--- src/rtl/branch_target_predictor.sv ---
// ============================================================================
// Module   : branch_target_predictor
// Brief    : Direct-mapped BTB with 2-bit saturating direction counters,
//            misprediction detection and saturating performance counters.
// Revision : 1.0 - initial release
// ============================================================================
`default_nettype none

module branch_target_predictor #(
  parameter int ENTRIES = 16,
  parameter int CNT_W   = 32
) (
  input  logic             clk,
  input  logic             rst_n,
  input  logic [31:0]      if_pc,
  output logic             pred_taken,
  output logic [31:0]      pred_pc,
  input  logic             ex_valid,
  input  logic             ex_is_jump,
  input  logic [31:0]      ex_pc,
  input  logic             ex_taken,
  input  logic [31:0]      ex_target,
  input  logic             ex_pred_taken,
  input  logic [31:0]      ex_pred_pc,
  output logic             mispredict,
  output logic [31:0]      fix_pc,
  output logic [CNT_W-1:0] branch_count,
  output logic [CNT_W-1:0] miss_count
);

  localparam int IDX_W = $clog2(ENTRIES);
  localparam int TAG_W = 32 - IDX_W - 2;

  logic             r_valid  [ENTRIES];
  logic [TAG_W-1:0] r_tag    [ENTRIES];
  logic [31:0]      r_target [ENTRIES];
  logic [1:0]       r_ctr    [ENTRIES];
  logic             r_jump   [ENTRIES];

  logic [CNT_W-1:0] r_branch_count;
  logic [CNT_W-1:0] r_miss_count;

  // Fetch-side lookup; reads registered state only, so a same-cycle update
  // to the same index is not yet visible here.
  logic [IDX_W-1:0] w_if_idx;
  logic [TAG_W-1:0] w_if_tag;
  logic             w_if_hit;

  assign w_if_idx   = if_pc[IDX_W+1:2];
  assign w_if_tag   = if_pc[31:IDX_W+2];
  assign w_if_hit   = r_valid[w_if_idx] && (r_tag[w_if_idx] == w_if_tag);
  assign pred_taken = w_if_hit && (r_jump[w_if_idx] || r_ctr[w_if_idx][1]);
  assign pred_pc    = pred_taken ? r_target[w_if_idx] : (if_pc + 32'd4);

  // Resolve-side lookup of the instruction retiring from EX.
  logic [IDX_W-1:0] w_ex_idx;
  logic [TAG_W-1:0] w_ex_tag;
  logic             w_ex_hit;
  logic [1:0]       w_ex_ctr;
  logic [1:0]       w_ctr_inc;
  logic [1:0]       w_ctr_dec;
  logic [1:0]       w_ctr_alloc;

  assign w_ex_idx    = ex_pc[IDX_W+1:2];
  assign w_ex_tag    = ex_pc[31:IDX_W+2];
  assign w_ex_hit    = r_valid[w_ex_idx] && (r_tag[w_ex_idx] == w_ex_tag);
  assign w_ex_ctr    = r_ctr[w_ex_idx];
  assign w_ctr_inc   = (w_ex_ctr == 2'b11) ? 2'b11 : (w_ex_ctr + 2'd1);
  assign w_ctr_dec   = (w_ex_ctr == 2'b00) ? 2'b00 : (w_ex_ctr - 2'd1);
  assign w_ctr_alloc = ex_is_jump ? 2'b11 : 2'b10;

  assign mispredict = ex_valid &&
                      ((ex_taken != ex_pred_taken) ||
                       (ex_taken && (ex_target != ex_pred_pc)));
  assign fix_pc     = ex_taken ? ex_target : (ex_pc + 32'd4);

  always_ff @(posedge clk or negedge rst_n) begin
    if (!rst_n) begin
      for (int i = 0; i < ENTRIES; i++) begin
        r_valid[i]  <= 1'b0;
        r_tag[i]    <= '0;
        r_target[i] <= '0;
        r_ctr[i]    <= 2'b01;
        r_jump[i]   <= 1'b0;
      end
    end else if (ex_valid) begin
      if (ex_taken) begin
        // Allocation on a miss overwrites whatever alias held the slot.
        r_valid[w_ex_idx]  <= 1'b1;
        r_tag[w_ex_idx]    <= w_ex_tag;
        r_target[w_ex_idx] <= ex_target;
        r_jump[w_ex_idx]   <= ex_is_jump;
        r_ctr[w_ex_idx]    <= w_ex_hit ? w_ctr_inc : w_ctr_alloc;
      end else if (w_ex_hit) begin
        // Not-taken only weakens the counter; a jump flagged not-taken
        // (illegal) is handled the same way.
        r_ctr[w_ex_idx] <= w_ctr_dec;
      end
    end
  end

  always_ff @(posedge clk or negedge rst_n) begin
    if (!rst_n) begin
      r_branch_count <= '0;
      r_miss_count   <= '0;
    end else if (ex_valid) begin
      if (r_branch_count != {CNT_W{1'b1}}) begin
        r_branch_count <= r_branch_count + CNT_W'(1);
      end
      if (mispredict && (r_miss_count != {CNT_W{1'b1}})) begin
        r_miss_count <= r_miss_count + CNT_W'(1);
      end
    end
  end

  assign branch_count = r_branch_count;
  assign miss_count   = r_miss_count;

endmodule

`default_nettype wire
--- config.mk ---
export PLATFORM = sky130hd
export DESIGN_NAME = branch_target_predictor
export DESIGN_NICKNAME = d
export VERILOG_FILES = /design/src/rtl/branch_target_predictor.sv
export SDC_FILE = /design/constraint.sdc
export NUM_CORES = 2
export LEC_CHECK = 0
export ABC_CLOCK_PERIOD_IN_PS = 4500
export BUFFER_PORTS_ARGS = -buffer_cell sky130_fd_sc_hd__buf_2
export CAP_MARGIN = 20
export CORE_ASPECT_RATIO = 1.4
export CORE_MARGIN = 2
export CORE_UTILIZATION = 48
export CTS_BUF_LIST = sky130_fd_sc_hd__clkbuf_16
export CTS_CLUSTER_DIAMETER = 80
export DETAILED_ROUTE_END_ITERATION = 10
export GPL_ROUTABILITY_DRIVEN = 0
export SLEW_MARGIN = 20
export SYNTH_ARGS = -nofsm -noshare
export SYNTH_HDL_FRONTEND = slang
export SYNTH_SLANG_ARGS = --single-unit
--- constraint.sdc ---
create_clock -name clk -period 4.5 [get_ports clk]
set_clock_uncertainty 0.2 [all_clocks]
set_input_delay 0 -clock clk [delete_from_list [all_inputs] [get_ports clk]]
set_output_delay 0 -clock clk [all_outputs]
set_load 0.005 [all_outputs]
==> flow_summary.ini <==
[power_and_ir_drop]
pwr-share-comb_pct = 19.9
total_leakage_power_uw = 0.0272
cellPowerDensity_nw_per_um2 = 437
max-vdd-ir-drop_mv = 0.315
clockPowerShare_pct = 32.9
power.internal_uw = 19100
seq_pwr_share_pct = 47.2
share_of_total_power_consumed_by_net_switching_pct = 28.0
switchingPower_uw = 7430

[grt]
global_route_wire_length_before_repair_microns = 250000
globalRoute.totalOverflow = 0
number_of_global_route_vias_before_repair = 35900
grt_start_max_net_pins = 138
total_track_usage_pct = 30.0
grt_antenna_before_repair = 4

[clock_network]
cts-root-to-sink-buffers = 3
htree_depth = 3
post-cts-setup-buffers = 0
clk_pin_slew_worst_paths_ns = 0.06
tritoncts = built
root_buffer = sky130_fd_sc_hd__clkbuf_16
tritoncts_num_sinks = 1056
clock_latency_ns = 0.72
cts-buffers-inserted = 106

[critical_path]
critPathMaxFanout = 34
r2r_end = r_ctr[8]$_DFFE_PN1P_
critical_path.reg2reg.startpoint = r_tag[3]$_DFFE_PN0P_
critPathLaunchType = register
worstPathRequired_ns = 4.30
critical_path_arrival_ns = 4.17
regToRegSetupSlack_ns = 0.31
worst_r2r_path_depth = 9
critPathKind = reg -> out
crit_start = r_valid[2]$_DFFE_PN0P_
type_of_destination_of_the_critical_path = output pin
crit_path_end = pred_pc[8]

[run]
cap_viol_max_count = 0

[logic_synthesis]
syn_area_per_cell_sq_um = 13.8
post_synth_instance_area_sq_um = 53400
async_reset_ff_share_pct = 100
ys.warnings.count = 0
seq_area_frac_synth_pct = 49.5
edff_count_synth = 0
flop_and_latch_count_out_of_synthesis = 1056
dominantRegCellSynth = sky130_fd_sc_hd__dfrtp_1
synth_cell_type_count = 72
post_synth_inst_count = 3878
synth.net_count = 4019

[worst_hold_path]
hold_class = in -> reg

[timing]
layout_min_cycle_time_ns = 4.37
actual_transition_at_the_worst_max_transition_pin_ns = 1.01
max_freq_ghz = 0.229
setup_violations = 0
aggregate_negative_setup_slack_ns = 0
max_slew_violation_total_from_the_final_report = 0
grt_setup_unrepaired = false
timing.final.ws_setup_ns = 0.129
timing.final.crit_share_pct = 97.1
report.final.hold_viol_count = 0
max-slew-margin-rel_pct = 32.6

[routing]
routed_via_density = 6.21
wl_per_cell_microns = 30.0
route.vias.total = 35000
route.final.wire_length_microns = 169000
detail_route.drc_violations = 0
drt-initial-drc-count = 2990
detailedRoute.firstPassIterationCount = 5
postRouteAntennaNets = 0

[place]
port_buffers = 263
post-dp-hpwl_microns = 109000
placed_area_sq_um = 56600
post-place-cells = 5369
dpl_worst_slack_ns = 0.0903

[die]
core-area_sq_um = 110000
floorplan.initialDensity_pct = 48.4
chipWidth_microns = 286
design.die.area_sq_um = 114000
core.rowCount = 144
die-height_microns = 399
num_io_pins = 264

[layout]
layout.nets = 4223
final_layout_size_suffix_gt1_share_pct = 43.4
final_core_util_pct = 54.9
stdcell_area_sq_um = 60600
area.growth.synth_to_final_pct = 13.5
number_of_cells_in_the_finished_layout_apart_from_fillers = 5625

[run_status]
status = completed
-- stage by stage --
step,hold WS [ns],total power [uW]
after floorplan,-0.496,15900
after global placement,-0.101,17700
after detailed placement,-0.109,17800
after CTS,0.0224,26600
after global routing,0.0223,27600
final,0.0550,26500
-- flip-flops by register name (all words and copies together), names as in the netlist --
name          cells
r_valid          16
miss_count       32
r_ctr            32
r_jump           16
branch_count     32
r_tag           416
r_target        512
-- placed cells by master, fill, tap and decap left out, types with 64 or more instances in the layout --
master / count
sky130_fd_sc_hd__dfrtp_1: 1040
sky130_fd_sc_hd__mux2_2: 850
sky130_fd_sc_hd__mux4_2: 371
sky130_fd_sc_hd__nand2_1: 289
sky130_fd_sc_hd__buf_2: 255
sky130_fd_sc_hd__o21ai_0: 235
sky130_fd_sc_hd__xnor2_1: 121
sky130_fd_sc_hd__buf_4: 112
sky130_fd_sc_hd__clkbuf_16: 108
sky130_fd_sc_hd__xor2_1: 69
sky130_fd_sc_hd__mux2i_1: 66
sky130_fd_sc_hd__dlygate4sd3_1: 64
-- critical path: stages (launching register included) --
cell                       delay [ns]
sky130_fd_sc_hd__dfrtp_1         0.47
sky130_fd_sc_hd__o21ai_0         0.13
sky130_fd_sc_hd__mux4_2          0.48
sky130_fd_sc_hd__o211ai_1        0.57
sky130_fd_sc_hd__o211ai_1        0.42
sky130_fd_sc_hd__nor4_1          0.40
sky130_fd_sc_hd__nand4_1         0.12
sky130_fd_sc_hd__buf_4           0.33
sky130_fd_sc_hd__mux2_2          0.40
sky130_fd_sc_hd__buf_2           0.14
-- worst min path at each step --
stage / from / to / slack, ns / depth (start not counted)
after detailed placement: rst_n / r_valid[6]$_DFFE_PN0P_ / -0.11 / 1
after CTS: ex_pred_taken / miss_count[24]$_DFFE_PN0P_ / 0.02 / 5
after global placement: rst_n / r_valid[6]$_DFFE_PN0P_ / -0.10 / 1
after floorplan: rst_n / branch_count[0]$_DFFE_PN0P_ / -0.50 / 0
final: ex_pred_taken / miss_count[24]$_DFFE_PN0P_ / 0.06 / 5
after global routing: ex_pred_taken / miss_count[24]$_DFFE_PN0P_ / 0.02 / 5
-- repair_timing --
item                                   in CTS  in global routing
endpoints found under the hold margin    2001                  0
hold buffers                               65                  0
gates resized for setup                     0                  0
-- layer usage --
metal / track usage [%] / share of wire (%) / vias to the layer above
li1: - / - / 14800
met2: 50.3 / 50 / 1118
met3: 3.75 / 5.3 / 291
met4: 11.6 / 4.0 / 6
met5: 0 / 0.025 / -
met1: 40.0 / 41 / 18800
-- Yosys cell counts (13+ instances only) --
cell | n | area share (%)
sky130_fd_sc_hd__and2_1 | 13 | 0.15
sky130_fd_sc_hd__nor4_1 | 16 | 0.19
sky130_fd_sc_hd__a22oi_1 | 28 | 0.39
sky130_fd_sc_hd__nand3_1 | 61 | 0.57
sky130_fd_sc_hd__buf_1 | 41 | 0.29
sky130_fd_sc_hd__o211ai_1 | 19 | 0.27
sky130_fd_sc_hd__nor2_1 | 34 | 0.24
sky130_fd_sc_hd__and3_1 | 23 | 0.27
sky130_fd_sc_hd__nand4_1 | 37 | 0.43
sky130_fd_sc_hd__xnor2_1 | 121 | 2.0
sky130_fd_sc_hd__nand2_1 | 301 | 2.1
sky130_fd_sc_hd__mux2i_1 | 66 | 1.2
sky130_fd_sc_hd__buf_2 | 21 | 0.20
sky130_fd_sc_hd__nor3_1 | 26 | 0.24
sky130_fd_sc_hd__mux2_2 | 850 | 18
sky130_fd_sc_hd__clkbuf_1 | 288 | 2.0
sky130_fd_sc_hd__dfstp_2 | 16 | 0.79
sky130_fd_sc_hd__mux4_2 | 371 | 16
sky130_fd_sc_hd__xor2_1 | 69 | 1.1
sky130_fd_sc_hd__dfrtp_1 | 1040 | 49
sky130_fd_sc_hd__buf_4 | 17 | 0.24
sky130_fd_sc_hd__nand2b_1 | 24 | 0.28
sky130_fd_sc_hd__inv_1 | 18 | 0.13
sky130_fd_sc_hd__o21ai_0 | 235 | 2.2
-- power by group through the flow --
| stage | registers, uW | clock network (uW) | logic [uW] |
|---|---|---|---|
| 5_1_grt | 12700 | 9240 | 5650 |
| 3_3_place_gp | 12500 | 0 | 5120 |
| 4_1_cts | 12400 | 8870 | 5300 |
| 2_1_floorplan | 12200 | 0 | 3700 |
| 6_report | 12500 | 8720 | 5270 |
| 3_5_place_dp | 12600 | 0 | 5230 |
-- area by class of cell --
type | instances | area [sq um]
antenna | 1 | 2.50
clock buffer | 108 | 2700
clock inverter | 82 | 648
fill | 9227 | 49700
inverter | 21 | 78.8
multi-input combinational | 2430 | 25400
sequential | 1056 | 26400
tap | 1460 | 1830
timing repair buffer | 467 | 3450
-- cell families after synthesis --
group | after synthesis | share of synthesized area [%]
flops | 1056 | 49.5
xor+xnor | 190 | 3.12
buf+inv | 392 | 2.98
fa+ha+maj | 7 | 0.164
mux | 1295 | 35.0
simple gates | 575 | 5.15
compound gates | 363 | 4.04
Note: power is estimated with default switching activity, not from simulation.
